<file path="src/rtl/irda_fast_pkg.sv">
// irda_fast_pkg
//   Shared definitions for the MIR/FIR fast-link controller: mode and state
//   encodings, the default CDR width and the reset CDR helper.
`ifndef IRDA_F_CDR_WIDTH
`define IRDA_F_CDR_WIDTH 24
`endif

package irda_fast_pkg;

  localparam int IRDA_F_CDR_WIDTH = `IRDA_F_CDR_WIDTH;

  typedef enum logic [1:0] {
    IRDA_MODE_OFF      = 2'b00,
    IRDA_MODE_MIR      = 2'b01,
    IRDA_MODE_MIR_HALF = 2'b10,
    IRDA_MODE_FIR      = 2'b11
  } irda_mode_e;

  typedef enum logic [2:0] {
    ST_RX      = 3'd0,
    ST_RELOAD  = 3'd1,
    ST_SETTLE  = 3'd2,
    ST_TURN_TX = 3'd3,
    ST_TX      = 3'd4,
    ST_TURN_RX = 3'd5
  } irda_state_e;

  // CDR value loaded at reset: the bus clock divided down to the 40 MHz
  // reference, scaled by the fixed-point multiplier.
  function automatic longint irda_rst_cdr(input int bus_clock, input int mult);
    return longint'(bus_clock / 40) * longint'(mult);
  endfunction

endpackage

</file>
<file path="src/rtl/irda_delay_timer.sv">
// irda_delay_timer
//   Loadable saturating down-counter shared by the turnaround and settle
//   delays. A phase loaded with N lasts N cycles: done is high while the
//   count is 1 (or 0), i.e. in the last cycle of the phase.
// Ports:
//   clk, wb_rst_i  clock, async active-high reset
//   load           load load_val this cycle
//   load_val       delay length in cycles
//   done           last cycle of the loaded delay
module irda_delay_timer #(
  parameter int TMR_WIDTH = 8
) (
  input  logic                 clk,
  input  logic                 wb_rst_i,
  input  logic                 load,
  input  logic [TMR_WIDTH-1:0] load_val,
  output logic                 done
);

  logic [TMR_WIDTH-1:0] count;

  always_ff @(posedge clk or posedge wb_rst_i) begin
    if (wb_rst_i)             count <= '0;
    else if (load)            count <= load_val;
    else if (count != '0)     count <= count - TMR_WIDTH'(1);
  end

  assign done = (count <= TMR_WIDTH'(1));

endmodule

</file>
<file path="src/rtl/irda_fast_link_ctrl.sv">
// irda_fast_link_ctrl
//   Sequences the MIR/FIR fast enable generator and owns the half-duplex
//   direction. Configuration writes are held pending and applied from RX
//   (reload strobe + settle hold); the transmitter is granted the medium
//   after a programmable turnaround gap and released through a second gap
//   that blanks the receiver against echo.
// Ports:
//   clk, wb_rst_i        clock, async active-high reset
//   cfg_write/mode/cdr   configuration write strobe and payload
//   loopback_enable      forces zero-length turnarounds
//   tx_req, tx_done      transmitter frame request (level) / end strobe
//   rx_busy              receiver inside a frame
//   f_cdr, en_reload, mir_mode, mir_half, fir_mode  enable generator config
//   tx_select, tx_grant  direction and transmit permission
//   cfg_busy             configuration pending or being applied
module irda_fast_link_ctrl
  import irda_fast_pkg::*;
#(
  parameter int MULT          = 100000,
  parameter int CDR_WIDTH     = `IRDA_F_CDR_WIDTH,
  parameter int BUS_CLOCK     = 200,
  parameter int TURN_CYCLES   = 8,
  parameter int SETTLE_CYCLES = 16,
  parameter int TMR_WIDTH     = 8
) (
  input  logic                 clk,
  input  logic                 wb_rst_i,
  input  logic                 cfg_write,
  input  logic [1:0]           cfg_mode,
  input  logic [CDR_WIDTH-1:0] cfg_cdr,
  input  logic                 loopback_enable,
  input  logic                 tx_req,
  input  logic                 tx_done,
  input  logic                 rx_busy,
  output logic [CDR_WIDTH-1:0] f_cdr,
  output logic                 en_reload,
  output logic                 mir_mode,
  output logic                 mir_half,
  output logic                 fir_mode,
  output logic                 tx_select,
  output logic                 tx_grant,
  output logic                 cfg_busy
);

  localparam logic [CDR_WIDTH-1:0] RST_CDR   = CDR_WIDTH'(irda_rst_cdr(BUS_CLOCK, MULT));
  localparam logic [TMR_WIDTH-1:0] TURN_VAL   = TMR_WIDTH'(TURN_CYCLES);
  localparam logic [TMR_WIDTH-1:0] SETTLE_VAL = TMR_WIDTH'(SETTLE_CYCLES);

  irda_state_e          state, nxt;
  irda_mode_e           mode_q, pend_mode, apply_mode;
  logic                 pend_valid, pend_nxt;
  logic [CDR_WIDTH-1:0] pend_cdr, apply_cdr;
  logic                 apply;
  logic                 tmr_load, tmr_done;
  logic [TMR_WIDTH-1:0] tmr_val;
  logic                 turn_zero;

  irda_delay_timer #(.TMR_WIDTH(TMR_WIDTH)) u_tmr (
    .clk      (clk),
    .wb_rst_i (wb_rst_i),
    .load     (tmr_load),
    .load_val (tmr_val),
    .done     (tmr_done)
  );

  assign turn_zero = (TURN_CYCLES == 0) || loopback_enable;

  // A write in the same cycle as the apply wins over the older pending value.
  assign apply_mode = cfg_write ? irda_mode_e'(cfg_mode) : pend_mode;
  assign apply_cdr  = cfg_write ? cfg_cdr : pend_cdr;

  always_comb begin
    nxt      = state;
    tmr_load = 1'b0;
    tmr_val  = '0;
    unique case (state)
      ST_RX: begin
        if (!rx_busy && (pend_valid || cfg_write)) begin
          nxt = ST_RELOAD;
        end else if (!rx_busy && tx_req && mode_q != IRDA_MODE_OFF) begin
          if (turn_zero) nxt = ST_TX;
          else begin
            nxt      = ST_TURN_TX;
            tmr_load = 1'b1;
            tmr_val  = TURN_VAL;
          end
        end
      end
      ST_RELOAD: begin
        if (SETTLE_CYCLES == 0) nxt = ST_RX;
        else begin
          nxt      = ST_SETTLE;
          tmr_load = 1'b1;
          tmr_val  = SETTLE_VAL;
        end
      end
      ST_SETTLE:  if (tmr_done) nxt = ST_RX;
      ST_TURN_TX: begin
        // Losing the request aborts the turnaround before any grant.
        if (!tx_req)       nxt = ST_RX;
        else if (tmr_done) nxt = ST_TX;
      end
      ST_TX: begin
        if (tx_done) begin
          if (turn_zero) nxt = ST_RX;
          else begin
            nxt      = ST_TURN_RX;
            tmr_load = 1'b1;
            tmr_val  = TURN_VAL;
          end
        end
      end
      ST_TURN_RX: if (tmr_done) nxt = ST_RX;
      default:    nxt = ST_RX;
    endcase
  end

  assign apply    = (state == ST_RX) && (nxt == ST_RELOAD);
  assign pend_nxt = apply ? 1'b0 : (cfg_write || pend_valid);

  // Outputs are registered from the next state so they change on the edge
  // that enters each state.
  always_ff @(posedge clk or posedge wb_rst_i) begin
    if (wb_rst_i) begin
      state      <= ST_RX;
      mode_q     <= IRDA_MODE_OFF;
      pend_valid <= 1'b0;
      pend_mode  <= IRDA_MODE_OFF;
      pend_cdr   <= '0;
      f_cdr      <= RST_CDR;
      en_reload  <= 1'b0;
      mir_mode   <= 1'b0;
      mir_half   <= 1'b0;
      fir_mode   <= 1'b0;
      tx_select  <= 1'b0;
      tx_grant   <= 1'b0;
      cfg_busy   <= 1'b0;
    end else begin
      state      <= nxt;
      pend_valid <= pend_nxt;
      if (!apply && cfg_write) begin
        pend_mode <= irda_mode_e'(cfg_mode);
        pend_cdr  <= cfg_cdr;
      end
      if (apply) begin
        mode_q   <= apply_mode;
        f_cdr    <= apply_cdr;
        mir_mode <= (apply_mode == IRDA_MODE_MIR) || (apply_mode == IRDA_MODE_MIR_HALF);
        mir_half <= (apply_mode == IRDA_MODE_MIR_HALF);
        fir_mode <= (apply_mode == IRDA_MODE_FIR);
      end
      en_reload <= (nxt == ST_RELOAD);
      tx_select <= (nxt == ST_TURN_TX) || (nxt == ST_TX) || (nxt == ST_TURN_RX);
      tx_grant  <= (nxt == ST_TX);
      cfg_busy  <= pend_nxt || (nxt == ST_RELOAD) || (nxt == ST_SETTLE);
    end
  end

endmodule
</file>
<file path="config.mk">
export PLATFORM = sky130hd
export DESIGN_NAME = irda_fast_link_ctrl
export DESIGN_NICKNAME = d
export VERILOG_FILES = /design/src/rtl/irda_fast_pkg.sv /design/src/rtl/irda_delay_timer.sv /design/src/rtl/irda_fast_link_ctrl.sv
export SDC_FILE = /design/constraint.sdc
export NUM_CORES = 1
export LEC_CHECK = 0
export BUFFER_PORTS_ARGS = -buffer_cell sky130_fd_sc_hd__clkbuf_2
export CAP_MARGIN = 25
export CELL_PAD_IN_SITES_DETAIL_PLACEMENT = 0
export CELL_PAD_IN_SITES_GLOBAL_PLACEMENT = 1
export CORE_AREA = 2 2 102 104
export CTS_BUF_LIST = sky130_fd_sc_hd__clkbuf_16
export CTS_CLUSTER_DIAMETER = 100
export CTS_CLUSTER_SIZE = 10
export DETAILED_ROUTE_END_ITERATION = 7
export DIE_AREA = 0 0 104 106
export PLACE_DENSITY = 0.61
export SKIP_CTS_REPAIR_TIMING = 1
export SYNTH_ARGS = -nofsm -noshare
export SYNTH_HDL_FRONTEND = slang
export SYNTH_SLANG_ARGS = --single-unit
export TNS_END_PERCENT = 20
</file>
<file path="constraint.sdc">
create_clock -name clk -period 3.6 [get_ports clk]
set_input_delay 0.18 -clock clk [delete_from_list [all_inputs] [get_ports clk]]
set_output_delay 0.18 -clock clk [all_outputs]
set_load 0.005 [all_outputs]
</file>
# After elaboration in Yosys (flattened, before gate mapping)
# Index checks and enable logic that the tools add are counted.
# word_totals
register_bits	71
input_bits	33
out_inout_bits	31
wordCells	71
# op_classes
add_sub_neg	1
order_cmp	1
eq_ne	13
n_mux	24
reduce_logical	18
# op_table
operator	count
two-way mux 24 bit	1
two-way mux 3 bit	8
two-way mux 8 bit	3
one-hot mux 8 bit (3 select lines)	1
one-hot mux 3 bit (5 select lines)	1
equality test 3 x 2 -> 1 bit, second input constant	4
equality test 3 bit, second input constant	4
two-way mux 4 bit	3
less-or-equal comparator 8 x 1 -> 1 bit, second input constant	1
nonzero test 8 bit	1
subtractor 8 x 1 -> 8 bit, second input constant	1
equality test 3 x 1 -> 1 bit, second input constant	2
logical OR 1 bit	6
logical AND 1 bit	5
two-way mux 1 bit	5
equality test 2 bit, second input constant	2
nonzero test 2 bit	2
logical NOT 3 bit	1
one-hot mux 1 bit (3 select lines)	1
equality test 2 x 1 -> 1 bit, second input constant	1
logical NOT 1 bit	2
two-way mux 2 bit	1
OR reduction 2 bit	1

# Logic depth before layout (Yosys ltp)
# Gate-level depths: netlist (run 1).
# logic_depth
depth_word	11
mapped_depth	10
ltp_nobuf	9

# By module
# From an unflattened synthesis (run 1), not the netlist that was laid out.
# hier_totals
hier_cells	313
hier_area_um2	3737.3
# by_module_without_submodules
module	n_inst	cells_per_inst	area_per_inst_um2	seq_area_each_um2
irda_fast_link_ctrl	1	253	3204.3	1585.3
irda_delay_timer	1	60	533.0	200.2

# Worst setup path before layout (run 1)
# Ideal clock, no wire load.
# synth_path
path_kind	reg-to-reg
start	register u_tmr.count[0]
end	register pend_cdr[0]
setup_ns	0.125
arrival_time_ns	2.473
required_time_ns	3.475
setup_slack_ns	1.002
path_stages_with_launch	10
n_path_buf	1
period_less_slack_ns	2.598
cell_sequence	dfrtp_1 inv_1 ha_1 or2_2 and4_2 a211oi_2 inv_2 o31ai_4 buf_8 mux2_4
# synth_between
elab_chain_len	8
elab_cells_between_ends	9
cone_classes	1 x order compare; 1 x eq/ne; 4 x mux; 3 x reduce/logical
# synth_rtl
item	line	text
start: declaration	irda_delay_timer.sv:20	logic [TMR_WIDTH-1:0] count;
start signal: assignment	irda_delay_timer.sv:24	else if (load) count <= load_val;
start signal: assignment	irda_delay_timer.sv:25	else if (count != '0) count <= count - TMR_WIDTH'(1);
less-or-equal comparator 8 x 1 -> 1 bit (*)	irda_delay_timer.sv:28	assign done = (count <= TMR_WIDTH'(1));
two-way mux 3 bit	irda_fast_link_ctrl.sv:101	else if (tmr_done) nxt = ST_TX;
two-way mux 3 bit	irda_fast_link_ctrl.sv:100	if (!tx_req) nxt = ST_RX;
one-hot mux 3 bit (5 select lines) (*)	irda_fast_link_ctrl.sv:76	unique case (state)
named net nxt[2]	irda_fast_link_ctrl.sv:49	irda_state_e state, nxt;
equality test 3 x 1 -> 1 bit (*)	irda_fast_link_ctrl.sv:118	assign apply = (state == ST_RX) && (nxt == ST_RELOAD);
logical AND 1 bit (*)	irda_fast_link_ctrl.sv:118	
logical NOT 1 bit (*)	irda_fast_link_ctrl.sv:141	if (!apply && cfg_write) begin
logical AND 1 bit (*)	irda_fast_link_ctrl.sv:141	
end signal: assignment	irda_fast_link_ctrl.sv:143	pend_cdr <= cfg_cdr;
end: declaration	irda_fast_link_ctrl.sv:52	logic [CDR_WIDTH-1:0] pend_cdr, apply_cdr;
# The timed path passes the listed nets; every way through them passes the cells marked *.
# A chain may end at the register's enable or synchronous reset.

# Worst setup path after layout (run 1)
# layout_path
start	register u_tmr.count[0]
end	register pend_cdr[14]
# Same word-level chain as after synthesis.

==> results of run 1 <==
registers in the layout, summed over array words and instances (netlist names):
name,cells
mode_q,2
tx_grant,1
state,3
pend_cdr,24
cfg_busy,1
pend_mode,2
en_reload,1
fir_mode,1
pend_valid,1
mir_mode,1
mir_half,1
f_cdr,24
u_tmr.count,8
tx_select,1
where the power goes:
| group | internal, mW | leakage (nW) | total, mW | switching [mW] |
|---|---|---|---|---|
| Sequential | 1.21 | 0.841 | 1.46 | 0.244 |
| Clock | 0.537 | 0.140 | 0.878 | 0.341 |
| Combinational | 0.774 | 0.906 | 1.34 | 0.561 |
layout by cell type (no fill, tap or decap), types with 4 or more instances in the layout:
master | synthesis | final
dfrtp_1 | 64 | 64
clkbuf_2 | 0 | 63
mux2_2 | 60 | 60
mux2_4 | 20 | 20
nor2_1 | 13 | 13
clkbuf_16 | 0 | 9
dfstp_2 | 7 | 7
o21ai_0 | 6 | 6
inv_1 | 6 | 5
nand3_1 | 4 | 4
nand2_1 | 4 | 4
inv_2 | 3 | 4
ha_1 | 4 | 4
metal layers:
metal	share of wire [%]	GRT usage, %	up-vias
li1	-	-	1011
met1	47	15.93	1044
met2	47	19.03	42
met3	4.7	3.985	9
met4	1.5	5.212	0
met5	0	0	-
path summary, 6_finish.rpt:
kind | startpoint | to | slack (ns) | depth (start not counted)
hold reg to reg | pend_mode[1] | pend_mode[1] | 0.50 | 1
min in group clk | cfg_cdr[8] | pend_cdr[8] | 0.10 | 2
hold / removal | wb_rst_i | f_cdr[21] | 0.09 | 3
setup reg to reg | u_tmr.count[0] | pend_cdr[14] | 0.78 | 9
max in group asynchronous | wb_rst_i | state[2] | 2.90 | 3
setup / recovery | u_tmr.count[0] | pend_cdr[14] | 0.78 | 9
worst max-delay path, delay by kind of cell, from the launching register on:
family | cells | cell delay [ns]
buffers and inverters | 3 | 0.60
flip-flops | 1 | 0.41
multiplexers | 1 | 0.39
AO/OA/AOI/OAI | 2 | 0.49
adder cells (fa/ha/maj) | 1 | 0.24
AND/OR/NAND/NOR | 2 | 0.56
synth_stat cells, types with 2 or more instances:
master / n
a31o_2: 2
a211oi_1: 2
o21ai_0: 6
nor2_1: 13
nand3_1: 4
mux2_2: 60
o31ai_1: 2
buf_6: 3
nand3b_1: 2
buf_8: 2
a21oi_1: 3
dfstp_2: 7
inv_1: 6
ha_1: 4
xor2_1: 3
inv_2: 3
clkbuf_1: 3
dfrtp_1: 64
buf_4: 2
nor4_1: 3
nand2_1: 4
mux2_4: 20
or2_2: 2
logic make-up after synthesis:
group / Yosys count / share of synthesized area, %
multiplexers: 80 / 28.74
AND/OR/NAND/NOR: 38 / 6.448
buffers and inverters: 19 / 3.647
flip-flops: 71 / 52.58
XOR/XNOR: 4 / 1.032
adder cells (fa/ha/maj): 4 / 1.474
AO/OA/AOI/OAI: 26 / 6.080
final cells by class:
class | instances | area, sq um | share of cell area (%)
Timing Repair Buffer | 66 | 337.8 | 8.219
Tap cell | 136 | 170.2 | 4.140
Multi-Input combinational cell | 152 | 1486 | 36.16
Sequential cell | 71 | 1785 | 43.44
Clock inverter | 7 | 71.32 | 1.735
Inverter | 9 | 33.78 | 0.8219
Clock buffer | 9 | 225.2 | 5.479
through the flow:
stage / instances / cell area [sq um] / total power, mW / hold slack, ns / utilization, %
floorplan: 242 / 3396 / 2.485 / 0.3285 / -
global placement: 434 / 3814 / 2.805 / 0.4273 / 38.14
finish: 450 / 4110 / 3.668 / 0.09179 / 41.10
CTS: 450 / 4110 / 3.737 / 0.08876 / 41.10
detailed placement: 434 / 3814 / 2.830 / 0.4309 / 38.14
global route: 450 / 4110 / 3.924 / 0.09299 / 41.10
==> impl_results.md, run 1 <==
* DR vias at 2106
* Full die area at 11020 sq um
* Max_slew headroom at 39.86%
* FF+latch count, synth at 71
* CTS root buffer: clkbuf_16
* Ys flop type: dfrtp_1
* Routability cong. at 0.7253
* Number of synthesized flops with an enable pin at 0
* H-tree depth at 3
* Die Wd at 104 um
* Sequential area share after synthesis at 52.58%
* FFs w/ async S/R, synth at 100.0%
* Residual DRC at 0
* CP Max Fanout at 26
* Area of the mapped netlist at 3396 sq um
* CP cell instances: inv_1 -> ha_1 -> or2_2 -> and4_2 -> a211oi_2 -> inv_2 -> o31ai_4 -> buf_4 -> mux2_2
* Syn Nets at 279
* Avg Cell Area, Syn at 14.03 sq um
* Clk Latency, worst-skew pair at 0.33 ns
* Syn Inst Count at 242
* CP required at 3.81 ns
* Share of layout cells above drive strength 1 at 57.96%
* First-pass GRT wire length at 10580 um
* Routed Antenna Nets at 0
* Status: complete, no violations
* Number of DRC markers in iteration 0 at 66
* Clk sinks at 71
* # IOs at 64
* Final wirelength at 6421 um
* Setup TNS at 0 ns
* CP max-delay cell: buf_4
* PortBufs at 63
* Final Max Tran Viols at 0
* Actual slew at the worst max-slew pin at 0.9021 ns
* # rows at 37
* Wire per inst at 14.27 um
* Final-report hold violation count at 0
* Gr ovfl total at 0
* Library cells used by synthesis at 45
* Largest net degree at the start of global routing at 72
* Critical path type: reg2reg
* Yosys warnings at 0
* Fin nets at 346
* Delay of the slowest critical-path stage at 0.43 ns
* Core area at 10000 sq um
* CTS tree: built
* Clk buf depth at 2
* Power Dens Cells at 892.5 nW/um^2
* Min-Delay Path Class: in2async
* VDD IR max at 308.2 uV
* Final setup vio count at 0
* Synth top area cells: dfrtp_1 (47%), mux2_2 (20%), mux2_4 (8.8%)
* Critical Path Source Type: register
* Area growth syn-to-layout at 21.04%
* Post-layout min period at 2.822 ns
* DR pass1 iterations at 4
* Fill cells at 988
* Placed wire-length estimate at 4380 um
* CP Capture Type: register
* Antenna violations before repair at 0
* RSZ-0062 raised after global routing: no
* Clock transition at the registers of the reported paths at 0.06 ns
* Area share of the leading cell type in the synthesized netlist at 47.16%
* Total GRT Usage at 12.32%
* Pre-CTS setup slack at 0.7596 ns
* Num CTS Buffers at 9
* # diodes at 0
* Vias in the first global route at 2148
* Crit share post-route at 78.40%
* Leak at 1.887 nW
* Initial core utilization at 33.96%
* Min setup slack post-route at 0.7776 ns
* Clk_skew at 0.007539 ns
* DR vias/cell at 4.680
* Die Height at 106 um
* WP data arrival at 3.03 ns
* Max_cap viols at 0
* Fmax at 0.3543 GHz
* Yosys top cell by area: dfrtp_1
Power figures use the tool's default switching activity.
==> inputs of run 2 (changes only) <==
Settings changed: ABC_AREA set to 1, CORE_AREA 2 2 102 104 to 2 2 106 108, DIE_AREA 0 0 104 106 to 0 0 108 110, PLACE_DENSITY 0.61 to 0.64.
Clock period 3.6 ns to 2.95 ns, I/O delays scaled along.
==> impl_results.md, run 2 <==
* Total GRT Usage at 13.54%
* Routability cong. at 0.7934
* H-tree depth at 3
* FF+latch count, synth at 71
* Gr ovfl total at 0
* Area of the mapped netlist at 3699 sq um
* Clk_skew at 0.006385 ns
* Syn Nets at 413
* Switch share at 37.03%
* Count leader, synth: nand2_1
* CP Capture Type: register
* FF-to-FF Start: u_tmr.count[0]
* DR vias at 2594
* Leak at 2.282 nW
* Die Height at 110 um
* Final setup vio count at 0
* Final-report hold violation count at 0
* Status: complete, no violations
* Final wirelength at 7491 um
* Number of synthesized flops with an enable pin at 0
* CP Max Fanout at 27
* CP required at 3.22 ns
* Int Power at 2.851 mW
* Routed Antenna Nets at 0
* Max_slew headroom at 50.59%
* Library cells used by synthesis at 34
* Clk sinks at 71
* Yosys top cell by area: dfrtp_1
* FFs w/ async S/R, synth at 100.0%
* Crit path from: u_tmr.count[0]
* Full die area at 11880 sq um
* Syn Inst Count at 376
* Clk buf depth at 2
* Core area at 10700 sq um
* Actual slew at the worst max-slew pin at 0.7400 ns
* Post-layout min period at 2.357 ns
* WP data arrival at 2.62 ns
* Fmax at 0.4242 GHz
* Max_cap viols at 0
* DR pass1 iterations at 6
* Most common cell after layout, fill and taps aside: nand2_1
* Critical path type: reg2reg
* Sequential area share after synthesis at 48.27%
* Residual DRC at 0
* DR vias/cell at 4.442
* Clock share of power at 25.3%
* Final std cells w/o fill at 584
* Initial core utilization at 34.57%
* Sequential power share at 37.8%
* Critical Path Source Type: register
* Post-synth top cells: nand2_1 (96), dfrtp_1 (64), inv_1 (30)
* Die Wd at 108 um
* Clk Latency, worst-skew pair at 0.33 ns
* Crit share post-route at 79.91%
* Share of layout cells above drive strength 1 at 39.19%
* Ys flop type: dfrtp_1
* VDD IR max at 389.6 uV
* Inst Count DP at 567
* Number of DRC markers in iteration 0 at 105
* Setup TNS at 0 ns
* Num CTS Buffers at 9
* Final Max Tran Viols at 0
* # IOs at 64
* Largest net degree at the start of global routing at 43
* NetSw at 1.677 mW
* Combinational share of power at 37.0%
* Power Dens Cells at 1030 nW/um^2
* PortBufs at 63
* Fill cells at 1093
* # rows at 38
* CTS tree: built
* Hold Path Origin: cfg_cdr[9]
* Area share of the leading cell type in the synthesized netlist at 43.30%
* Wire per inst at 12.83 um
* First-pass GRT wire length at 12460 um
* Most frequent cells in the layout: nand2_1 (96), dfrtp_1 (64), clkbuf_2 (62)
* Yosys warnings at 0
* Synth top area cells: dfrtp_1 (43%), nand2_1 (9.7%), nand3_2 (7.8%)
* Avg Cell Area, Syn at 9.837 sq um
* Clock transition at the registers of the reported paths at 0.06 ns
* Area growth syn-to-layout at 18.84%
* Regs by FF count: f_cdr x24, pend_cdr x24, u_tmr.count x8
* Placed wire-length estimate at 5265 um
* CTS root buffer: clkbuf_16
* Min-Delay Path Class: in2reg
* Antenna violations before repair at 0
* Register area at 1785 sq um
* Fin nets at 476
* RSZ-0062 raised after global routing: no
* Multi-input logic area at 1615 sq um
* # diodes at 0
* Vias in the first global route at 2565
## run 2: logic make-up (layout without fill, tap and decap cells)
kind of cell               Yosys count  count (layout)  synth area share [%]
buffers and inverters               51             119                 8.051
AOI/OAI and AO/OA                   40              40                 7.950
DFF                                 71              71                 48.27
muxes                               24              24                 6.495
adders and majority gates            4               4                 1.353
and+or+nand+nor                    183             183                 27.16
xor gates and xnor gates             3               3                0.7105
## run 2: through the flow
step | total power, mW | instance area [sq um] | setup slack, ns | hold slack, ns | util [%]
6_report | 4.528 | 4395 | 0.5926 | 0.05700 | 41.09
4_1_cts | 4.604 | 4385 | 0.5423 | -0.03913 | 40.99
3_3_place_gp | 3.408 | 4071 | 0.6035 | 0.3174 | 38.06
2_1_floorplan | 3.095 | 3699 | 1.018 | 0.2643 | -
5_1_grt | 4.895 | 4395 | 0.3417 | 0.06186 | 41.09
3_5_place_dp | 3.431 | 4071 | 0.5612 | 0.3191 | 38.06
## run 2: metal layers
layer	vias to the layer above	global-route usage, %	part of all wire [%]
met3	11	3.410	5.5
met1	1207	18.43	49
met4	0	6.868	2.0
li1	1331	-	-
met5	-	0	0
met2	45	20.04	43
## run 2: layout make-up
cell class,count,share of cell area (%)
sequential,71,40.62
multi-input combinational,254,36.75
timing repair buffer,69,8.597
clock buffer,9,5.124
tap,140,3.985
inverter,34,2.903
clock inverter,7,2.021
## run 2: path summary, 6_finish.rpt
check                               end  slack, ns  cells past startpoint
max in group asynchronous     f_cdr[18]       1.64                      4
max reg2reg                pend_cdr[16]       0.59                     12
max                        pend_cdr[16]       0.59                     12
min                         pend_cdr[9]       0.06                      3
min reg2reg                 pend_cdr[0]       0.47                      2
min in group asynchronous     f_cdr[14]       0.48                      3
## run 2: critical path: stages (launching register included)
cell and delay [ns]:
dfrtp_1 0.40, inv_1 0.10, ha_1 0.25, inv_2 0.04
nand2_1 0.05, nand2_1 0.10, o21bai_2 0.15, nand3_2 0.09
nor2_4 0.15, nand3_4 0.38, nand2_4 0.43, nand2_1 0.09
nand2_1 0.07
## run 2: power by group through the flow
stage / Clock (mW) / Sequential [mW] / Combinational [mW]
floorplan: 0 / 1.69 / 1.40
CTS: 1.18 / 1.71 / 1.71
global route: 1.21 / 1.77 / 1.92
detailed placement: 0 / 1.72 / 1.71
finish: 1.15 / 1.71 / 1.67
global placement: 0 / 1.72 / 1.69
==> inputs of run 3 (changes only) <==
Settings changed: PLACE_DENSITY 0.64 to 0.67.
Clock period 2.95 ns to 2.1 ns, I/O delays scaled along.
==> impl_results.md, run 3 (same netlist as run 2, synthesis figures left out) <==
* WP buf/inv at 4
* CTS root buffer: clkbuf_16
* Final-report hold violation count at 0
* Max_slew headroom at 53.53%
* RSZ-0062 raised after global routing: no
* Routability cong. at 0.7708
* Placed wire-length estimate at 5143 um
* H-tree depth at 3
* Delay of the slowest critical-path stage at 0.40 ns
* Crit path top cell by count: nand2_1
* VDD IR max at 546.4 uV
* Total power draw at 6.960 mW
* CP required at 2.31 ns
* Full die area at 11880 sq um
* Min-Delay Path Class: in2reg
* DR vias at 2717
* Die Height at 110 um
* Most common cell after layout, fill and taps aside: nand2_1
* Clk sinks at 71
* Clk_skew at 0.003576 ns
* Fill cells at 1040
* Setup TNS at 0 ns
* Antenna violations before repair at 0
* Crit path depth at 13
* First-pass GRT wire length at 12360 um
* Largest net degree at the start of global routing at 45
* Clk Latency, worst-skew pair at 0.33 ns
* Worst reg2reg path depth at 13
* Core area at 10700 sq um
* Vias in the first global route at 2528
* Share of layout cells above drive strength 1 at 41.61%
* CP max-delay cell: dfrtp_1
* Critical Path Source Type: register
* Final Max Tran Viols at 0
* DR pass1 iterations at 4
* Fmax at 0.5118 GHz
* Wire per inst at 13.79 um
* Final setup vio count at 0
* CP Capture Type: register
* CTS tree: built
* Initial core utilization at 34.57%
* Critical path type: reg2reg
* Hold WS at 0.01240 ns
* Die Wd at 108 um
* Regs by FF count: f_cdr x24, pend_cdr x24, u_tmr.count x8
* Routed Antenna Nets at 0
* CP cell instances: inv_2 -> ha_4 -> inv_2 -> nand2_1 -> nand2_1 -> o21bai_2 -> nand3_2 -> nor2_4 -> buf_4 -> nand3_4 -> clkbuf_16 -> nand2_1 -> o21ai_2
* CP Max Fanout at 9
* # IOs at 64
* Num CTS Buffers at 9
* Gr ovfl total at 0
* Clk buf depth at 2
* # rows at 38
* Actual slew at the worst max-slew pin at 0.6970 ns
* Total GRT Usage at 13.51%
* Leak at 2.424 nW
* PortBufs at 63
* Number of DRC markers in iteration 0 at 143
* CP delay by family, top: simple AND/OR/NAND/NOR gates
* Post-layout min period at 1.954 ns
* Fin nets at 491
* Final wirelength at 8260 um
* Clock transition at the registers of the reported paths at 0.05 ns
* # diodes at 0
* Residual DRC at 0
* Status: complete, no violations
* Max_cap viols at 0
* WP data arrival at 2.17 ns
* Crit share post-route at 93.04%
* Most frequent cells in the layout: nand2_1 (96), dfrtp_1 (64), clkbuf_2 (62)
* Area growth syn-to-layout at 26.66%
* DR vias/cell at 4.536
* Hold Path Cell Cnt at 3
* Power Dens Cells at 1486 nW/um^2
==> run 3: cell count changes in the layout (fill, tap and decap cells not counted), moves of 2 or more <==
| cell | previous run | this run |
|---|---|---|
| buf_12 | 1 | 3 |
| buf_4 | 5 | 9 |
| clkbuf_16 | 9 | 15 |
| inv_1 | 30 | 28 |
| inv_2 | 5 | 8 |
==> run 3: through the flow <==
| stage | util [%] | worst slack, ns | cell area, sq um | instances |
|---|---|---|---|---|
| 6_report | 43.79 | 0.1461 | 4684 | 599 |
| 5_1_grt | 43.79 | 0.001445 | 4684 | 599 |
| 4_1_cts | 41.22 | 0.02540 | 4409 | 584 |
| 3_5_place_dp | 38.36 | 0.03956 | 4104 | 568 |
| 3_3_place_gp | 38.36 | 0.08201 | 4104 | 568 |
| 2_1_floorplan | - | 0.2100 | 3699 | 376 |
==> run 3: path summary, 6_finish.rpt <==
check                          startpoint      endpoint  slack (ns)
max in group asynchronous        wb_rst_i      f_cdr[5]        1.13
setup / recovery           u_tmr.count[0]     f_cdr[22]        0.15
min in group asynchronous        wb_rst_i      tx_grant        0.34
hold reg to reg              pend_cdr[10]  pend_cdr[10]        0.47
hold / removal                cfg_mode[1]  pend_mode[1]        0.01
setup reg to reg           u_tmr.count[0]     f_cdr[22]        0.15
==> run 3: tightest hold or removal path, stage by stage <==
cell,delay [ns]
clkbuf_2,0.09
nand3_2,0.06
nand2_1,0.04
==> run 3: routing by layer <==
metal / share of wire, % / GRT usage, % / vias up
met2: 44 / 19.59 / 51
li1: - / - / 1366
met5: 0 / 0 / -
met4: 2.0 / 6.868 / 0
met3: 4.0 / 3.233 / 11
met1: 50 / 18.82 / 1289
==> run 3: final cells by class <==
cell class,instances,area (sq um),area share [%]
Sequential cell,71,1785,38.11
Multi-Input combinational cell,255,1654,35.31
Timing Repair Buffer,83,636.9,13.60
Clock buffer,9,225.2,4.808
Tap cell,140,175.2,3.739
Inverter,34,127.6,2.724
Clock inverter,7,80.08,1.709
==> run 3: report_power, final <==
group,switching [mW],internal (mW),leakage [nW],total (mW)
Sequential,0.382,2.03,0.868,2.41
Clock,0.550,1.02,0.157,1.57
Combinational,1.61,1.37,1.40,2.98
